===== config.mk =====
export PLATFORM = sky130hd
export DESIGN_NAME = pe_dataflow_sequencer
export DESIGN_NICKNAME = d
export VERILOG_FILES = /design/src/rtl/pe_dataflow_sequencer.sv
export SDC_FILE = /design/constraint.sdc
export NUM_CORES = 1
export LEC_CHECK = 0
export ABC_AREA = 1
export CAP_MARGIN = 40
export CELL_PAD_IN_SITES_DETAIL_PLACEMENT = 0
export CELL_PAD_IN_SITES_GLOBAL_PLACEMENT = 1
export CORE_MARGIN = 4
export CORE_UTILIZATION = 37
export DETAILED_ROUTE_END_ITERATION = 8
export GPL_TIMING_DRIVEN = 0
export PLACE_DENSITY = 0.77
export SKIP_CTS_REPAIR_TIMING = 1
export SYNTH_ARGS = -nofsm -noshare
export SYNTH_HDL_FRONTEND = slang
export SYNTH_SLANG_ARGS = --single-unit

===== constraint.sdc =====
create_clock -name clk -period 1.8 [get_ports clk]
set_input_delay 0.36 -clock clk [delete_from_list [all_inputs] [get_ports clk]]
set_output_delay 0.36 -clock clk [all_outputs]
set_load 0.02 [all_outputs]

===== src/rtl/pe_dataflow_sequencer.sv =====
// pe_dataflow_sequencer
// Job-level sequencer for the PE array edge dataflow. One job loads a weight
// group, then for each input block runs partial-sum in, input streaming, a
// fixed pipeline wait and an output drain. Beats are gated by the edge-buffer
// valid/ready handshakes.
//
// Build option: define PE_SEQ_PSUM_IN_EN to include the PSUM_IN phase.
// With it undefined (default) PSUM_IN is skipped, EN_O_In is tied low and
// psum_valid is ignored; the phase encoding is unchanged.

module pe_dataflow_sequencer #(
    parameter int W_PEGroupSize = 4,
    parameter int O_PEGroupSize = 4,
    parameter int I_PEGroupSize = W_PEGroupSize + O_PEGroupSize - 1,
    parameter int I_BlockCount  = 4,
    parameter int PIPE_LAT      = 3,
    parameter int CNT_W         = 4,
    parameter int BLK_W         = 3
) (
    input  logic             clk,
    input  logic             aclr,
    input  logic             sclr,
    input  logic             start,
    input  logic             w_valid,
    input  logic             psum_valid,
    input  logic             i_valid,
    input  logic             o_ready,
    output logic             EN_W,
    output logic             EN_O_In,
    output logic             EN_I,
    output logic             EN_O_Out,
    output logic             ctrl_sclr,
    output logic             busy,
    output logic             done,
    output logic [2:0]       phase,
    output logic [BLK_W-1:0] blk_idx
);

    typedef enum logic [2:0] {
        S_IDLE    = 3'd0,
        S_LOAD_W  = 3'd1,
        S_PSUM_IN = 3'd2,
        S_LOAD_I  = 3'd3,
        S_WAIT    = 3'd4,
        S_DRAIN   = 3'd5,
        S_DONE    = 3'd6
    } state_t;

    // Terminal counter values: a phase ends on the beat whose count equals these.
    localparam logic [CNT_W-1:0] W_LAST    = CNT_W'(W_PEGroupSize - 1);
    localparam logic [CNT_W-1:0] O_LAST    = CNT_W'(O_PEGroupSize - 1);
    localparam logic [CNT_W-1:0] I_LAST    = CNT_W'(I_PEGroupSize - 1);
    localparam logic [CNT_W-1:0] WAIT_LAST = CNT_W'(PIPE_LAT - 1);
    localparam logic [BLK_W-1:0] BLK_LAST  = BLK_W'(I_BlockCount - 1);

    // Phase entered after the weight load and after a non-final drain.
`ifdef PE_SEQ_PSUM_IN_EN
    localparam state_t S_BLOCK_FIRST = S_PSUM_IN;
`else
    localparam state_t S_BLOCK_FIRST = S_LOAD_I;
`endif

    state_t           r_state;
    logic [CNT_W-1:0] r_beat_cnt;
    logic [CNT_W-1:0] r_wait_cnt;
    logic [BLK_W-1:0] r_blk_idx;
    logic             r_done;
    logic             r_busy;

    logic w_en_w;
    logic w_en_o_in;
    logic w_en_i;
    logic w_en_o_out;
    logic w_ctrl_sclr;

    // Accepted-beat strobes: decoded from the registered state and the
    // handshake of the active stream only, so at most one is high and none
    // glitch on a state change; a synchronous clear suppresses them.
    always_comb begin
        w_en_w      = 1'b0;
        w_en_o_in   = 1'b0;
        w_en_i      = 1'b0;
        w_en_o_out  = 1'b0;
        w_ctrl_sclr = 1'b0;
        if (!sclr) begin
            w_en_w      = (r_state == S_LOAD_W) && w_valid;
`ifdef PE_SEQ_PSUM_IN_EN
            w_en_o_in   = (r_state == S_PSUM_IN) && psum_valid;
`endif
            w_en_i      = (r_state == S_LOAD_I) && i_valid;
            w_en_o_out  = (r_state == S_DRAIN) && o_ready;
            w_ctrl_sclr = (r_state == S_IDLE) && start && !aclr;
        end
    end

`ifndef PE_SEQ_PSUM_IN_EN
    logic w_unused_psum;
    assign w_unused_psum = psum_valid;
`endif

    // Job FSM: advances a phase on the edge that accepts its last beat, with
    // the beat counter cleared on every phase change and held across stalls.
    always_ff @(posedge clk or posedge aclr) begin
        if (aclr) begin
            r_state    <= S_IDLE;
            r_beat_cnt <= '0;
            r_wait_cnt <= '0;
            r_blk_idx  <= '0;
            r_done     <= 1'b0;
            r_busy     <= 1'b0;
        end else if (sclr) begin
            r_state    <= S_IDLE;
            r_beat_cnt <= '0;
            r_wait_cnt <= '0;
            r_blk_idx  <= '0;
            r_done     <= 1'b0;
            r_busy     <= 1'b0;
        end else begin
            case (r_state)
                S_IDLE: begin
                    r_done <= 1'b0;
                    if (start) begin
                        r_state    <= S_LOAD_W;
                        r_busy     <= 1'b1;
                        r_beat_cnt <= '0;
                        r_wait_cnt <= '0;
                        r_blk_idx  <= '0;
                    end
                end
                S_LOAD_W: begin
                    if (w_en_w) begin
                        if (r_beat_cnt == W_LAST) begin
                            r_state    <= S_BLOCK_FIRST;
                            r_beat_cnt <= '0;
                        end else begin
                            r_beat_cnt <= r_beat_cnt + 1'b1;
                        end
                    end
                end
`ifdef PE_SEQ_PSUM_IN_EN
                S_PSUM_IN: begin
                    if (w_en_o_in) begin
                        if (r_beat_cnt == O_LAST) begin
                            r_state    <= S_LOAD_I;
                            r_beat_cnt <= '0;
                        end else begin
                            r_beat_cnt <= r_beat_cnt + 1'b1;
                        end
                    end
                end
`endif
                S_LOAD_I: begin
                    if (w_en_i) begin
                        if (r_beat_cnt == I_LAST) begin
                            r_state    <= S_WAIT;
                            r_beat_cnt <= '0;
                            r_wait_cnt <= '0;
                        end else begin
                            r_beat_cnt <= r_beat_cnt + 1'b1;
                        end
                    end
                end
                S_WAIT: begin
                    if (r_wait_cnt == WAIT_LAST) begin
                        r_state    <= S_DRAIN;
                        r_wait_cnt <= '0;
                        r_beat_cnt <= '0;
                    end else begin
                        r_wait_cnt <= r_wait_cnt + 1'b1;
                    end
                end
                S_DRAIN: begin
                    if (w_en_o_out) begin
                        if (r_beat_cnt == O_LAST) begin
                            r_beat_cnt <= '0;
                            if (r_blk_idx == BLK_LAST) begin
                                r_state <= S_DONE;
                                r_done  <= 1'b1;
                            end else begin
                                r_state   <= S_BLOCK_FIRST;
                                r_blk_idx <= r_blk_idx + 1'b1;
                            end
                        end else begin
                            r_beat_cnt <= r_beat_cnt + 1'b1;
                        end
                    end
                end
                S_DONE: begin
                    r_state <= S_IDLE;
                    r_done  <= 1'b0;
                    r_busy  <= 1'b0;
                end
                default: begin
                    r_state    <= S_IDLE;
                    r_beat_cnt <= '0;
                    r_wait_cnt <= '0;
                    r_blk_idx  <= '0;
                    r_done     <= 1'b0;
                    r_busy     <= 1'b0;
                end
            endcase
        end
    end

    assign EN_W      = w_en_w;
    assign EN_O_In   = w_en_o_in;
    assign EN_I      = w_en_i;
    assign EN_O_Out  = w_en_o_out;
    assign ctrl_sclr = w_ctrl_sclr;
    assign busy      = r_busy;
    assign done      = r_done;
    assign phase     = r_state;
    assign blk_idx   = r_blk_idx;

endmodule


# Yosys cells after proc, flatten, opt, wreduce, memory -nomap -nowiden
# Cells that the tools add are included.
dict set report word_totals {
  reg_bits 16
  inputBits 8
  output_inout_bits 13
  elab_cells 93
}
dict set report classes {
  n_addsub 3
  n_eq_ne 24
  n_mux 43
  reduce_logical 17
}
# cell count
set ops {}
lappend ops {{$mux W4} 12}
lappend ops {{$mux W3} 15}
lappend ops {{$pmux W4 S6} 1}
lappend ops {{$ne A3 B3 Y1 const B} 6}
lappend ops {{$pmux W4 S4} 1}
lappend ops {{$pmux W3 S5} 1}
lappend ops {{$ne A3 B2 Y1 const B} 4}
lappend ops {{$mux W1} 10}
lappend ops {{$eq A3 B3 Y1 const B} 3}
lappend ops {{$pmux W3 S3} 1}
lappend ops {{$add A4 B1 Y4 const B} 2}
lappend ops {{$eq A4 B2 Y1 const B} 2}
lappend ops {{$ne A2 B1 Y1 const B} 4}
lappend ops {{$reduce_and A4 Y1} 2}
lappend ops {{$reduce_and A8 Y1} 1}
lappend ops {{$reduce_or A4 Y1} 2}
lappend ops {{$eq A3 B2 Y1 const B} 2}
lappend ops {{$reduce_and A6 Y1} 1}
lappend ops {{$reduce_or A3 Y1} 2}
lappend ops {{$logic_and A1 B1 Y1} 5}
lappend ops {{$reduce_and A5 Y1} 1}
lappend ops {{$eq A4 B3 Y1 const B} 1}
lappend ops {{$pmux W1 S2} 2}
lappend ops {{$add A3 B1 Y3 const B} 1}
lappend ops {{5 further kinds} 5}

# Depth between registers and ports, before layout
# Gate-level depths: netlist of run 1.
dict set report depth {
  word_depth 6
  mapped_depth 10
  ltp_nobuf 9
}

# Least setup slack after synthesis of run 1
# No wires, ideal clock.
dict set report synth_timing {
  path_type {register to output}
  start {register r_state[0] (netlist: phase[0])}
  end {output ctrl_sclr}
  arrival_ns 1.490
  required_time_ns 1.440
  slack_ns -0.050
  stages_incl_launch_ff 5
  n_path_buf 1
  path_cell_list {dfrtp_1 -> buf_2 -> nor2_1 -> inv_1 -> nor4_1}
}
dict set report synth_via {
  elab_chain_len 4
}
# element line
set synth_rtl {}
lappend synth_rtl {{start: declaration} 63} ;# state_t r_state;
lappend synth_rtl {{start signal: assignment} 105} ;# r_state <= S_IDLE;
lappend synth_rtl {{start signal: assignment} 112} ;# r_state <= S_IDLE;
lappend synth_rtl {{start signal: assignment} 123} ;# r_state <= S_LOAD_W;
lappend synth_rtl {{$logic_not A3 Y1} 92} ;# w_ctrl_sclr = (r_state == S_IDLE) && start && !aclr;
lappend synth_rtl {{$logic_and A1 B1 Y1 (2 in a row)} 92}
lappend synth_rtl {{$mux W1} 85} ;# if (!sclr) begin
lappend synth_rtl {{end: declaration} 32} ;# output logic ctrl_sclr,
# No other way between the ends.

# Worst setup path after layout of run 1
dict set report layout_timing {
  start {register r_state[0] (netlist: phase[0])}
  end {output phase[0]}
}
# element line
set layout_lines {}
lappend layout_lines {{end: declaration} 35} ;# output logic [2:0] phase,
# No word-level cell between the ends.

==> results.toml, run 1 <==
[run_status]
outcome = "complete, no violations"

[worst_setup_path]
slowest_stage = "clkdlybuf4s50_1"
cp_cell_sequence = "buf_4 -> clkdlybuf4s50_1"
reg2reg_depth = 8
path_class = "reg2out"
r2r_setup_slack_ns = 0.20
critPathTopFamily = "buffers and inverters"
r2r-end = "phase[2]"
worstPathMaxFanout = 3
cp.depth = 2
slowest_delay_ns = 0.59
r2r_start = "phase[0]"
path_buf_inv = 2
end_kind = "output pin"
arrival_ns = 1.42
startpoint_type = "flip-flop"
crit_required_ns = 1.44

[cells_and_area]
syn2layout_area_growth_pct = 27.7
mostFrequentLayoutCells = "nand2_1 (51), nand3_1 (24), inv_1 (19)"
final_common_cell = "nand2_1"
layout-drive-gt1-share_pct = 20.6
antennaDiodeCount = 0
fillers = 328
nNetsFinal = 226
final_area_mm2 = 0.00158

[sta]
setup_violations = 0
rsz0062_at_grt = "true"
fin_ws_ns = 0.0193
min_period_ns = 1.78
relSlewSlack_pct = 55.2
finalCritPeriodShare_pct = 98.9
fin_skew_ns = 0.000686
hold_viol = 0
slew_violations = 0
tightest_slew_ns = 0.671
fmax_mhz = 562

[pwr]
power.internal_w = 0.000844
p_leak_nw = 0.852
switching_share_pct = 47.6
pwr-share-comb_pct = 57.9
peakVddDrop_mv = 0.517
pwr-share-clk_pct = 12.6
power.density_mw_per_mm2 = 1020
p_switching_w = 0.000766
pwr-share-seq_pct = 29.5

[min_path]
min_to = "r_beat_cnt[2]"
hp-start = "sclr"
hp-class = "in2reg"
hold-path-cell-count = 4

[place]
pre_cts_slack_ns = -0.397
placed_area_mm2 = 0.00147
io_buffers = 17
dp_hpwl_um = 2400
gp_congestion = 0.817

[global_route]
grt_usage_pct = 15.2
grt_pass1_vias = 1165
overflow = 0
grt_max_degree = 17
grt_pass1_wl_um = 5280
grt_antenna_before_repair = 0

[floorplan]
fp.dieH_um = 65.9
dieArea_mm2 = 0.00434
die_w_um = 65.9
ios = 21
placement_rows = 20
core_mm2 = 0.00313
initial_utilization_pct = 39.6

[routing]
vias_per_cell = 4.92
drc_errors = 0
vias = 1244
drt_wl_total_um = 3160
ant_nets = 0
wl_per_cell_um = 12.5
drt-pass1-iter-count = 4
drtIter0Drc = 61

[synthesis]
synth-compound-area-share_pct = 5.85
synth_cells = 181
syn_area_mm2 = 0.00124
synthAdderAreaFrac_pct = 7.06
yosys_warnings = 0
synth_cell_types = 27
synthMuxAreaShare_pct = 0
synth-simple-area-share_pct = 44.3
yosys_register_bits = 16
synth_xor_area_share_pct = 0.706
synth-seq-area-share_pct = 32.3
synth_top_family_by_area = "simple AND/OR/NAND/NOR gates"
synth_nets = 196
avgSynthCellArea_um2 = 6.85

[clocking]
clkTransAtPathRegs_ns = 0.10
cts_made_buffers = 3
clock_path_buffers = 2
insertion_delay_ns = 0.29
cts.sinks = 16
h-tree-depth = 1
clockRootBuffer = "clkbuf_4"
cts_tree = "done"

[job]
drv_cap = 0
## routing by layer
layer / part of all wire (%) / global-route usage, % / vias to the layer above
li1: - / - / 643
met1: 47 / 19.2 / 586
met2: 50 / 26.5 / 11
met3: 2.5 / 2.72 / 4
met4: 0.92 / 3.63 / 0
met5: 0 / 0 / -
## cells by family (layout without fill, tap and decap cells)
| kind of cell | count (synthesis) | after routing |
|---|---|---|
| buffers and inverters | 27 | 55 |
| flip-flops | 16 | 16 |
| AND/OR/NAND/NOR | 116 | 116 |
| AO/OA/AOI/OAI | 13 | 13 |
| XOR/XNOR | 1 | 1 |
| adder cells (fa/ha/maj) | 7 | 7 |
| other | 1 | 1 |
## power by group through the flow
stage                     clock network (W)  registers, W  logic [W]
after CTS                          0.000207      0.000470   0.000799
after global placement                    0      0.000477   0.000793
final                              0.000204      0.000475   0.000932
after floorplan                           0      0.000514   0.000518
after detailed placement                  0      0.000477   0.000796
after global routing               0.000221      0.000483    0.00102
## worst max path at each step
stage	to	slack [ns]	start
CTS	EN_O_Out	-0.56	phase[0]
detailed placement	ctrl_sclr	-0.40	start
global route	EN_O_Out	-0.01	phase[1]
floorplan	EN_W	0.18	phase[2]
finish	phase[0]	0.02	phase[0]
global placement	ctrl_sclr	-0.38	start
## final cells by class
type                       instances  area, um2  share of cell area, %
multi-input combinational        138        757                   47.8
tap                               44       55.1                   3.48
timing repair buffer              25        218                   13.7
clock buffer                       3       22.5                   1.42
inverter                          23       88.8                   5.61
buffer                             4       41.3                   2.61
sequential                        16        402                   25.4
## through the flow
step                util, %  TNS [ns]  total power, W  hold WS [ns]  cells
CTS                    47.8     -1.93         0.00148         0.338    245
detailed placement     47.0     -1.15         0.00127         0.515    242
global route           50.6   -0.0200         0.00172         0.376    253
finish                 50.6         0         0.00161         0.343    253
global placement       47.0     -1.12         0.00127         0.501    242
floorplan                 -         0         0.00103         0.274    181
## sequential cells by signal, indices dropped and copies added, names as in the netlist
name and cells:
blk_idx 3, done 1, r_beat_cnt 4, phase 3, r_wait_cnt 4, busy 1
## synthesized netlist by cell type, drive strengths merged
cell     n  area share, %
a31o     1           0.71
nand3   25             10
xor2     1           0.71
ha       7            7.1
or2      3            1.5
buf      4            2.5
nor2    19            7.6
inv     23            7.0
nand2   56             18
nand4    6            3.0
dfrtp   16             32
conb     1           0.30
o21ai    5            2.3
nor3     3            1.2
a21oi    7            2.8
nor4     1           0.50
nand3b   3            1.8
## tightest hold or removal path, stage by stage
cell and delay, ns:
buf_6 0.11, a21oi_1 0.05, nand2_1 0.05, nand2_1 0.04
Note: power is estimated with default switching activity, not from simulation.
==> run 2, diff against run 1 <==
--- a/config.mk
+++ b/config.mk
@@ -15,6 +15,7 @@
 export GPL_TIMING_DRIVEN = 0
 export PLACE_DENSITY = 0.77
 export SKIP_CTS_REPAIR_TIMING = 1
+export SLEW_MARGIN = 10
 export SYNTH_ARGS = -nofsm -noshare
 export SYNTH_HDL_FRONTEND = slang
 export SYNTH_SLANG_ARGS = --single-unit
==> results of run 2 <==
The final DEF is identical to that of run 1; final timing and power are the same.
